[src/rtl/cursor_step_gen_pkg.sv]
// Shared types and constants for the cursor step generator: screen geometry,
// default timing, axis FSM encoding and button bit positions.
package cursor_step_gen_pkg;

   localparam int SCREEN_X_WIDTH    = 640;
   localparam int SCREEN_Y_WIDTH    = 480;
   localparam int SCREEN_X_BITWIDTH = 9;
   localparam int SCREEN_Y_BITWIDTH = 8;
   localparam int X_COORD_W         = SCREEN_X_BITWIDTH + 1;
   localparam int Y_COORD_W         = SCREEN_Y_BITWIDTH + 1;

   localparam int DEF_DEBOUNCE_CYCLES = 16;
   localparam int DEF_REPEAT_DELAY    = 1024;
   localparam int DEF_REPEAT_PERIOD   = 256;

   // Bit positions inside the held vector {up,down,left,right}
   localparam int BTN_RIGHT = 0;
   localparam int BTN_LEFT  = 1;
   localparam int BTN_DOWN  = 2;
   localparam int BTN_UP    = 3;

   typedef enum logic [1:0] {
      AXIS_IDLE   = 2'd0,
      AXIS_DELAY  = 2'd1,
      AXIS_REPEAT = 2'd2
   } axis_state_t;

   // Counter width able to hold (largest load - 1); never narrower than 1 bit.
   function automatic int timer_width(input int a, input int b);
      int m;
      m = (a > b) ? a : b;
      return (m < 2) ? 1 : $clog2(m);
   endfunction

endpackage

[src/rtl/cursor_step_gen_if.sv]
// Button, coordinate and step-pulse bundle between the pixel mover side and
// the step generator.
interface cursor_step_gen_if;
   import cursor_step_gen_pkg::*;

   logic                 enable;
   logic                 btn_right;
   logic                 btn_left;
   logic                 btn_down;
   logic                 btn_up;
   logic [X_COORD_W-1:0] x_coord;
   logic [Y_COORD_W-1:0] y_coord;
   logic                 x_inc;
   logic                 x_dec;
   logic                 y_inc;
   logic                 y_dec;
   logic [3:0]           held;

   modport master (
      output enable, btn_right, btn_left, btn_down, btn_up, x_coord, y_coord,
      input  x_inc, x_dec, y_inc, y_dec, held
   );

   modport slave (
      input  enable, btn_right, btn_left, btn_down, btn_up, x_coord, y_coord,
      output x_inc, x_dec, y_inc, y_dec, held
   );

endinterface

[src/rtl/cursor_step_gen_axis_repeat_fsm.sv]
// Per-axis first-step / delay / auto-repeat sequencer with edge-of-screen
// suppression of the registered step pulses.
//
//   state       | meaning
//   ------------+-----------------------------------------------------------
//   AXIS_IDLE   | no single direction active; waits for exactly one held
//   AXIS_DELAY  | first step issued, counting down to the first repeat
//   AXIS_REPEAT | issuing one step per repeat period while held unchanged
module axis_repeat_fsm
   import cursor_step_gen_pkg::*;
#(
   parameter int REPEAT_DELAY  = DEF_REPEAT_DELAY,
   parameter int REPEAT_PERIOD = DEF_REPEAT_PERIOD,
   parameter int COORD_W       = X_COORD_W,
   parameter int COORD_MAX     = SCREEN_X_WIDTH - 1
) (
   input  logic               clock,
   input  logic               reset,
   input  logic               enable,
   input  logic               inc_held,
   input  logic               dec_held,
   input  logic [COORD_W-1:0] coord,
   output logic               inc_pulse,
   output logic               dec_pulse
);

   localparam int                 TMR_W       = timer_width(REPEAT_DELAY, REPEAT_PERIOD);
   localparam logic [TMR_W-1:0]   DELAY_LOAD  = TMR_W'(REPEAT_DELAY - 1);
   localparam logic [TMR_W-1:0]   PERIOD_LOAD = TMR_W'(REPEAT_PERIOD - 1);
   localparam logic [COORD_W-1:0] COORD_LIMIT = COORD_W'(COORD_MAX);

   axis_state_t      state;
   logic [TMR_W-1:0] timer;
   logic             run_inc;

   logic single;
   logic hold_ok;
   logic inc_room;
   logic dec_room;

   assign single   = inc_held ^ dec_held;
   // Staying active needs the very direction that started the run.
   assign hold_ok  = enable && single && (inc_held == run_inc);
   assign inc_room = coord < COORD_LIMIT;
   assign dec_room = coord != '0;

   always_ff @(posedge clock or negedge reset) begin
      if (!reset) begin
         state     <= AXIS_IDLE;
         timer     <= '0;
         run_inc   <= 1'b0;
         inc_pulse <= 1'b0;
         dec_pulse <= 1'b0;
      end else begin
         inc_pulse <= 1'b0;
         dec_pulse <= 1'b0;
         case (state)
            AXIS_IDLE: begin
               if (enable && single) begin
                  state     <= AXIS_DELAY;
                  timer     <= DELAY_LOAD;
                  run_inc   <= inc_held;
                  inc_pulse <= inc_held && inc_room;
                  dec_pulse <= !inc_held && dec_room;
               end
            end
            AXIS_DELAY, AXIS_REPEAT: begin
               if (!hold_ok) begin
                  state <= AXIS_IDLE;
                  timer <= '0;
               end else if (timer == '0) begin
                  // Pulse is suppressed at the edge but the cadence keeps running.
                  state     <= AXIS_REPEAT;
                  timer     <= PERIOD_LOAD;
                  inc_pulse <= run_inc && inc_room;
                  dec_pulse <= !run_inc && dec_room;
               end else begin
                  timer <= timer - TMR_W'(1);
               end
            end
            default: begin
               state <= AXIS_IDLE;
               timer <= '0;
            end
         endcase
      end
   end

endmodule

[src/rtl/cursor_step_gen.sv]
// Cursor step generator: synchronizes and debounces four direction buttons,
// then drives one auto-repeat sequencer per axis.
module cursor_step_gen
   import cursor_step_gen_pkg::*;
#(
   parameter int DEBOUNCE_CYCLES = DEF_DEBOUNCE_CYCLES,
   parameter int REPEAT_DELAY    = DEF_REPEAT_DELAY,
   parameter int REPEAT_PERIOD   = DEF_REPEAT_PERIOD,
   parameter int X_MAX           = SCREEN_X_WIDTH - 1,
   parameter int Y_MAX           = SCREEN_Y_WIDTH - 1
) (
   input  logic               clock,
   input  logic               reset,
   cursor_step_gen_if.slave   bus
);

   localparam int              DB_W    = (DEBOUNCE_CYCLES < 2) ? 1 : $clog2(DEBOUNCE_CYCLES);
   localparam logic [DB_W-1:0] DB_LOAD = DB_W'(DEBOUNCE_CYCLES - 1);

   logic [3:0] btn_raw;
   logic [3:0] level;
   logic       x_inc_q;
   logic       x_dec_q;
   logic       y_inc_q;
   logic       y_dec_q;

   assign btn_raw[BTN_RIGHT] = bus.btn_right;
   assign btn_raw[BTN_LEFT]  = bus.btn_left;
   assign btn_raw[BTN_DOWN]  = bus.btn_down;
   assign btn_raw[BTN_UP]    = bus.btn_up;

   genvar i;
   generate
      for (i = 0; i < 4; i++) begin : g_db
         logic            sync_a;
         logic            sync_b;
         logic            lvl;
         logic [DB_W-1:0] cnt;

         // Counter reloads on any agreeing cycle; level flips when it reaches zero.
         always_ff @(posedge clock or negedge reset) begin
            if (!reset) begin
               sync_a <= 1'b0;
               sync_b <= 1'b0;
               lvl    <= 1'b0;
               cnt    <= DB_LOAD;
            end else begin
               sync_a <= btn_raw[i];
               sync_b <= sync_a;
               if (sync_b == lvl) begin
                  cnt <= DB_LOAD;
               end else if (cnt == '0) begin
                  lvl <= sync_b;
                  cnt <= DB_LOAD;
               end else begin
                  cnt <= cnt - DB_W'(1);
               end
            end
         end

         assign level[i] = lvl;
      end
   endgenerate

   axis_repeat_fsm #(
      .REPEAT_DELAY  (REPEAT_DELAY),
      .REPEAT_PERIOD (REPEAT_PERIOD),
      .COORD_W       (X_COORD_W),
      .COORD_MAX     (X_MAX)
   ) u_x_axis (
      .clock     (clock),
      .reset     (reset),
      .enable    (bus.enable),
      .inc_held  (level[BTN_RIGHT]),
      .dec_held  (level[BTN_LEFT]),
      .coord     (bus.x_coord),
      .inc_pulse (x_inc_q),
      .dec_pulse (x_dec_q)
   );

   axis_repeat_fsm #(
      .REPEAT_DELAY  (REPEAT_DELAY),
      .REPEAT_PERIOD (REPEAT_PERIOD),
      .COORD_W       (Y_COORD_W),
      .COORD_MAX     (Y_MAX)
   ) u_y_axis (
      .clock     (clock),
      .reset     (reset),
      .enable    (bus.enable),
      .inc_held  (level[BTN_DOWN]),
      .dec_held  (level[BTN_UP]),
      .coord     (bus.y_coord),
      .inc_pulse (y_inc_q),
      .dec_pulse (y_dec_q)
   );

   assign bus.x_inc = x_inc_q;
   assign bus.x_dec = x_dec_q;
   assign bus.y_inc = y_inc_q;
   assign bus.y_dec = y_dec_q;
   assign bus.held  = level;

endmodule

[src/flat_wrapper.sv]
// flat-port wrapper written by rule: the top's interface ports become plain ports
module cursor_step_gen_flat import cursor_step_gen_pkg::*;
#(
   parameter int DEBOUNCE_CYCLES = DEF_DEBOUNCE_CYCLES,
   parameter int REPEAT_DELAY    = DEF_REPEAT_DELAY,
   parameter int REPEAT_PERIOD   = DEF_REPEAT_PERIOD,
   parameter int X_MAX           = SCREEN_X_WIDTH - 1,
   parameter int Y_MAX           = SCREEN_Y_WIDTH - 1
)
  (clock, reset, bus_enable, bus_btn_right, bus_btn_left, bus_btn_down, bus_btn_up, bus_x_coord, bus_y_coord, bus_x_inc, bus_x_dec, bus_y_inc, bus_y_dec, bus_held);
  cursor_step_gen_if bus_i ();
  input  logic clock;
  input  logic reset;
  input wire logic [$bits(bus_i.enable)-1:0] bus_enable;
  input wire logic [$bits(bus_i.btn_right)-1:0] bus_btn_right;
  input wire logic [$bits(bus_i.btn_left)-1:0] bus_btn_left;
  input wire logic [$bits(bus_i.btn_down)-1:0] bus_btn_down;
  input wire logic [$bits(bus_i.btn_up)-1:0] bus_btn_up;
  input wire logic [$bits(bus_i.x_coord)-1:0] bus_x_coord;
  input wire logic [$bits(bus_i.y_coord)-1:0] bus_y_coord;
  output wire logic [$bits(bus_i.x_inc)-1:0] bus_x_inc;
  output wire logic [$bits(bus_i.x_dec)-1:0] bus_x_dec;
  output wire logic [$bits(bus_i.y_inc)-1:0] bus_y_inc;
  output wire logic [$bits(bus_i.y_dec)-1:0] bus_y_dec;
  output wire logic [$bits(bus_i.held)-1:0] bus_held;
  assign bus_i.enable = bus_enable;
  assign bus_i.btn_right = bus_btn_right;
  assign bus_i.btn_left = bus_btn_left;
  assign bus_i.btn_down = bus_btn_down;
  assign bus_i.btn_up = bus_btn_up;
  assign bus_i.x_coord = bus_x_coord;
  assign bus_i.y_coord = bus_y_coord;
  assign bus_x_inc = bus_i.x_inc;
  assign bus_x_dec = bus_i.x_dec;
  assign bus_y_inc = bus_i.y_inc;
  assign bus_y_dec = bus_i.y_dec;
  assign bus_held = bus_i.held;
  cursor_step_gen #(.DEBOUNCE_CYCLES(DEBOUNCE_CYCLES), .REPEAT_DELAY(REPEAT_DELAY), .REPEAT_PERIOD(REPEAT_PERIOD), .X_MAX(X_MAX), .Y_MAX(Y_MAX)) u_core (.clock(clock), .reset(reset), .bus(bus_i));
endmodule
[config.mk]
export PLATFORM = sky130hd
export DESIGN_NAME = cursor_step_gen_flat
export DESIGN_NICKNAME = d
export VERILOG_FILES = /design/src/rtl/cursor_step_gen_pkg.sv /design/src/rtl/cursor_step_gen_if.sv /design/src/rtl/cursor_step_gen_axis_repeat_fsm.sv /design/src/rtl/cursor_step_gen.sv /design/src/flat_wrapper.sv
export SDC_FILE = /design/constraint.sdc
export NUM_CORES = 1
export LEC_CHECK = 0
export BUFFER_PORTS_ARGS = -buffer_cell sky130_fd_sc_hd__buf_2
export CAP_MARGIN = 20
export CORE_UTILIZATION = 50
export DETAILED_ROUTE_END_ITERATION = 7
export PLACE_DENSITY = 0.7
export REMOVE_ABC_BUFFERS = 1
export SYNTH_ARGS = -nofsm -noshare
export SYNTH_HDL_FRONTEND = slang
export SYNTH_SLANG_ARGS = --single-unit
export TNS_END_PERCENT = 5
[constraint.sdc]
create_clock -name clock -period 3.55 [get_ports clock]
set_clock_uncertainty 0.2 [all_clocks]
set_input_delay 0.5325 -clock clock [delete_from_list [all_inputs] [get_ports clock]]
set_output_delay 0.5325 -clock clock [all_outputs]
set_load 0.01 [all_outputs]
==> run_results.csv <==
group,metric,value,unit
clocking,path_clk_slew,70,ps
placed_design,gp_congestion,0.824,
drt,viasPerCell,5.51,
clocking,cts-root-buf,"clkbuf_8",
logic_synthesis,synth_edf_count,0,
sta,rsz0062_at_grt,"false",
drt,vias,2424,
die,core,5960,um^2
cells_and_area,nNetsFinal,396,
sta,finalHoldViolCount,0,
clocking,ctsHoldBuffers,0,
sta,slew_violations,0,
grt,grt_use_total,19.9,%
logic_synthesis,async_flop_share,100,%
clocking,tritoncts,"done",
sta,post-route-period-util,59.7,%
clocking,cts_sinks,58,
drt,wl_per_cell,13.3,um
grt,gr-total-overflow,0,
status,outcome,"finished, final reports clean",
power,cell_internal_pwr,1260,uW
grt,grt_pass1_vias,2231,
logic_synthesis,synth_cells,326,
cells_and_area,layout-drive-gt1-share,23.0,%
setup_path,cp-end-kind,"flop",
placed_design,place_hpwl,4210,um
setup_path,r2r-start,"u_core.u_y_axis.timer[0]",
logic_synthesis,synth.avg_cell_area,9.58,um^2
logic_synthesis,yosys_warnings,0,
clocking,insertion_delay,330,ps
die,rows,28,
sta,max_slew.worst_pin.slew,737,ps
power,cellLeakagePower,0.00167,uW
drt,dr.first_iter.drc_count,97,
die,ios,34,
clocking,cts_setup_buffers,0,
power,p_switching,433,uW
placed_design,place_ws,1450,ps
cells_and_area,antenna_cells,0,
logic_synthesis,dominantRegCellSynth,"dfrtp_1",
hold_path,hp-class,"primary input to asynchronous set/reset pin",
setup_path,crit_required,3570,ps
setup_path,reg2reg_depth,6,
power,pwr-share-comb,12.8,%
logic_synthesis,ys_seq_area_share,47.1,%
placed_design,io_buffers,33,
drt,drc,0,
clocking,cts-resized-gates,0,
setup_path,critPathMaxStageDelay,520,ps
grt,grt_max_degree,34,
clocking,cts_buffers,9,
cells_and_area,areaGrowthSynthToFinish,13.9,%
setup_path,ff2ff_setup_slack,1430,ps
drt,routed_wl,5860,um
setup_path,setup.worst_path.class,"flop to flop",
setup_path,crit_chain,"inv_1 > ha_1 > or4b_1 > nor3_4 > nor2_1 > o22a_1",
logic_synthesis,ys_ff_latch,58,
drt,ant_nets,0,
run,cap_violations,0,
logic_synthesis,netlist_area,3120,um^2
clocking,cts_buffer_depth,2,
setup_path,crit_fanout,8,
setup_path,cp_slowest_cell,"or4b_1",
setup_path,start_kind,"flop",
clocking,h-tree-depth,3,
sta,fin_ws,1430,ps
power,sw_frac_of_total,25.6,%
grt,antenna_found_initial,0,
setup_path,crit_family,"simple AND/OR/NAND/NOR gates",
cells_and_area,layout_common_cells,"44 x nor2_1, 42 x dfrtp_1, 33 x buf_2",
grt,grt_pass1_wl,9930,um
power,power_frac_clock,42.2,%
sta,final-setup-viol-count,0,
logic_synthesis,synth_cell_types,58,
drt,drt_first_pass_iters,4,
die,die_w,81.0,um
die,start_util,52.4,%
sta,fmax,472,MHz
setup_path,crit_arrival,2140,ps
sta,max_slew_margin,50.8,%
sta,finalSetupTns,0,ps
die,die_y,81.0,um
setup_path,critPathBufInv,1,
setup_path,r2r_end,"u_core.u_y_axis.state[0]",
power,powerDensity,477,nW/um^2
cells_and_area,final_common_cell,"nor2_1",
die,die_area,6560,um^2
sta,fin_crit,2120,ps
power,peakVddDrop,296,uV
power,seqPwrFrac,45.1,%
==> routing by layer <==
layer | vias up | global-route usage, % | share of wire (%)
met4 | 0 | 8.04 | 1.5
met5 | - | 0 | 0
met2 | 54 | 32.3 | 46
li1 | 1218 | - | -
met1 | 1142 | 26.0 | 49
met3 | 10 | 3.71 | 3.7
==> worst register-to-register path: stages, from the launching register on <==
cell and delay (ps):
dfrtp_1 440, inv_1 90, ha_1 300, or4b_1 520, nor3_4 180, nor2_1 80, o22a_1 210
==> final cells by class <==
type / count / area, um^2
Inverter: 24 / 90.1
Sequential cell: 58 / 1470
Clock inverter: 4 / 72.6
Clock buffer: 12 / 165
Timing Repair Buffer: 34 / 173
Multi-Input combinational cell: 233 / 1490
Tap cell: 75 / 93.8
Fill cell: 532 / 2400
==> synth_stat cells, types with 2 or more instances <==
master / n / area, um^2
o2bb2ai_1: 3 / 26.3
o22ai_1: 4 / 25.0
a31oi_1: 6 / 37.5
nand2b_1: 2 / 12.5
and3b_1: 2 / 17.5
nor4_4: 2 / 42.5
o221ai_1: 2 / 17.5
and3_1: 2 / 12.5
o21ai_0: 21 / 105
clkbuf_2: 2 / 10.0
nor4_1: 6 / 37.5
dfstp_2: 16 / 420
mux2_2: 4 / 45.0
nor3b_1: 4 / 30.0
o21ai_1: 2 / 10.0
nand3b_1: 5 / 37.5
clkbuf_1: 2 / 7.51
dfrtp_1: 42 / 1050
a22o_1: 3 / 26.3
nor2_1: 44 / 165
inv_1: 24 / 90.1
nand2_1: 32 / 120
mux2i_1: 3 / 30.0
o31ai_1: 2 / 15.0
o211ai_2: 2 / 25.0
xor2_1: 7 / 61.3
ha_1: 10 / 125
a31o_2: 2 / 17.5
nor2_2: 2 / 12.5
buf_4: 5 / 37.5
xnor2_1: 5 / 43.8
nor3_1: 6 / 30.0
a21o_1: 3 / 22.5
nand3_1: 9 / 45.0
a21oi_1: 16 / 80.1
o22a_1: 2 / 17.5
==> flip-flops by register name (all words and copies together) (netlist names), 2 cells and up <==
register,cells
u_core.u_x_axis.timer,10
u_core.u_y_axis.state,2
u_core.u_y_axis.timer,10
u_core.g_db.lvl,4
u_core.g_db.sync_b,4
u_core.g_db.cnt,16
u_core.u_x_axis.state,2
u_core.g_db.sync_a,4
==> cell families after synthesis <==
| family | Yosys count | synth area share, % |
|---|---|---|
| AOI/OAI and AO/OA | 78 | 16.3 |
| xor gates and xnor gates | 12 | 3.37 |
| adders and majority gates | 10 | 4.01 |
| buffers and inverters | 35 | 5.17 |
| DFF | 58 | 47.1 |
| muxes | 7 | 2.40 |
| and+or+nand+nor | 126 | 21.6 |
==> worst max path at each step <==
stage                                        start                   endpoint  cells past startpoint
final                     u_core.u_y_axis.timer[0]   u_core.u_y_axis.state[0]                      6
after global routing      u_core.u_x_axis.timer[0]  u_core.u_x_axis.inc_pulse                      7
after CTS                 u_core.u_y_axis.timer[0]   u_core.u_y_axis.state[0]                      6
after detailed placement  u_core.u_y_axis.timer[0]   u_core.u_y_axis.state[0]                      6
after global placement    u_core.u_y_axis.timer[0]   u_core.u_y_axis.state[0]                      6
after floorplan           u_core.u_y_axis.timer[0]   u_core.u_y_axis.state[0]                      6
==> power by group through the flow <==
stage,clock network (uW),registers (uW),logic [uW]
5_1_grt,756,772,245
6_report,714,763,217
4_1_cts,728,763,220
3_5_place_dp,0,775,217
3_3_place_gp,0,772,212
2_1_floorplan,0,764,160
==> through the flow <==
step	cells	hold WS (ps)	power (uW)	instance area, um^2	utilization [%]
floorplan	315	36.9	925	3050	-
global placement	424	133	984	3320	55.7
detailed placement	424	135	992	3320	55.7
CTS	440	85.1	1710	3550	59.7
global route	440	92.1	1770	3550	59.7
finish	440	58.7	1690	3550	59.7
No activity file was read; power rests on OpenSTA's default activity.
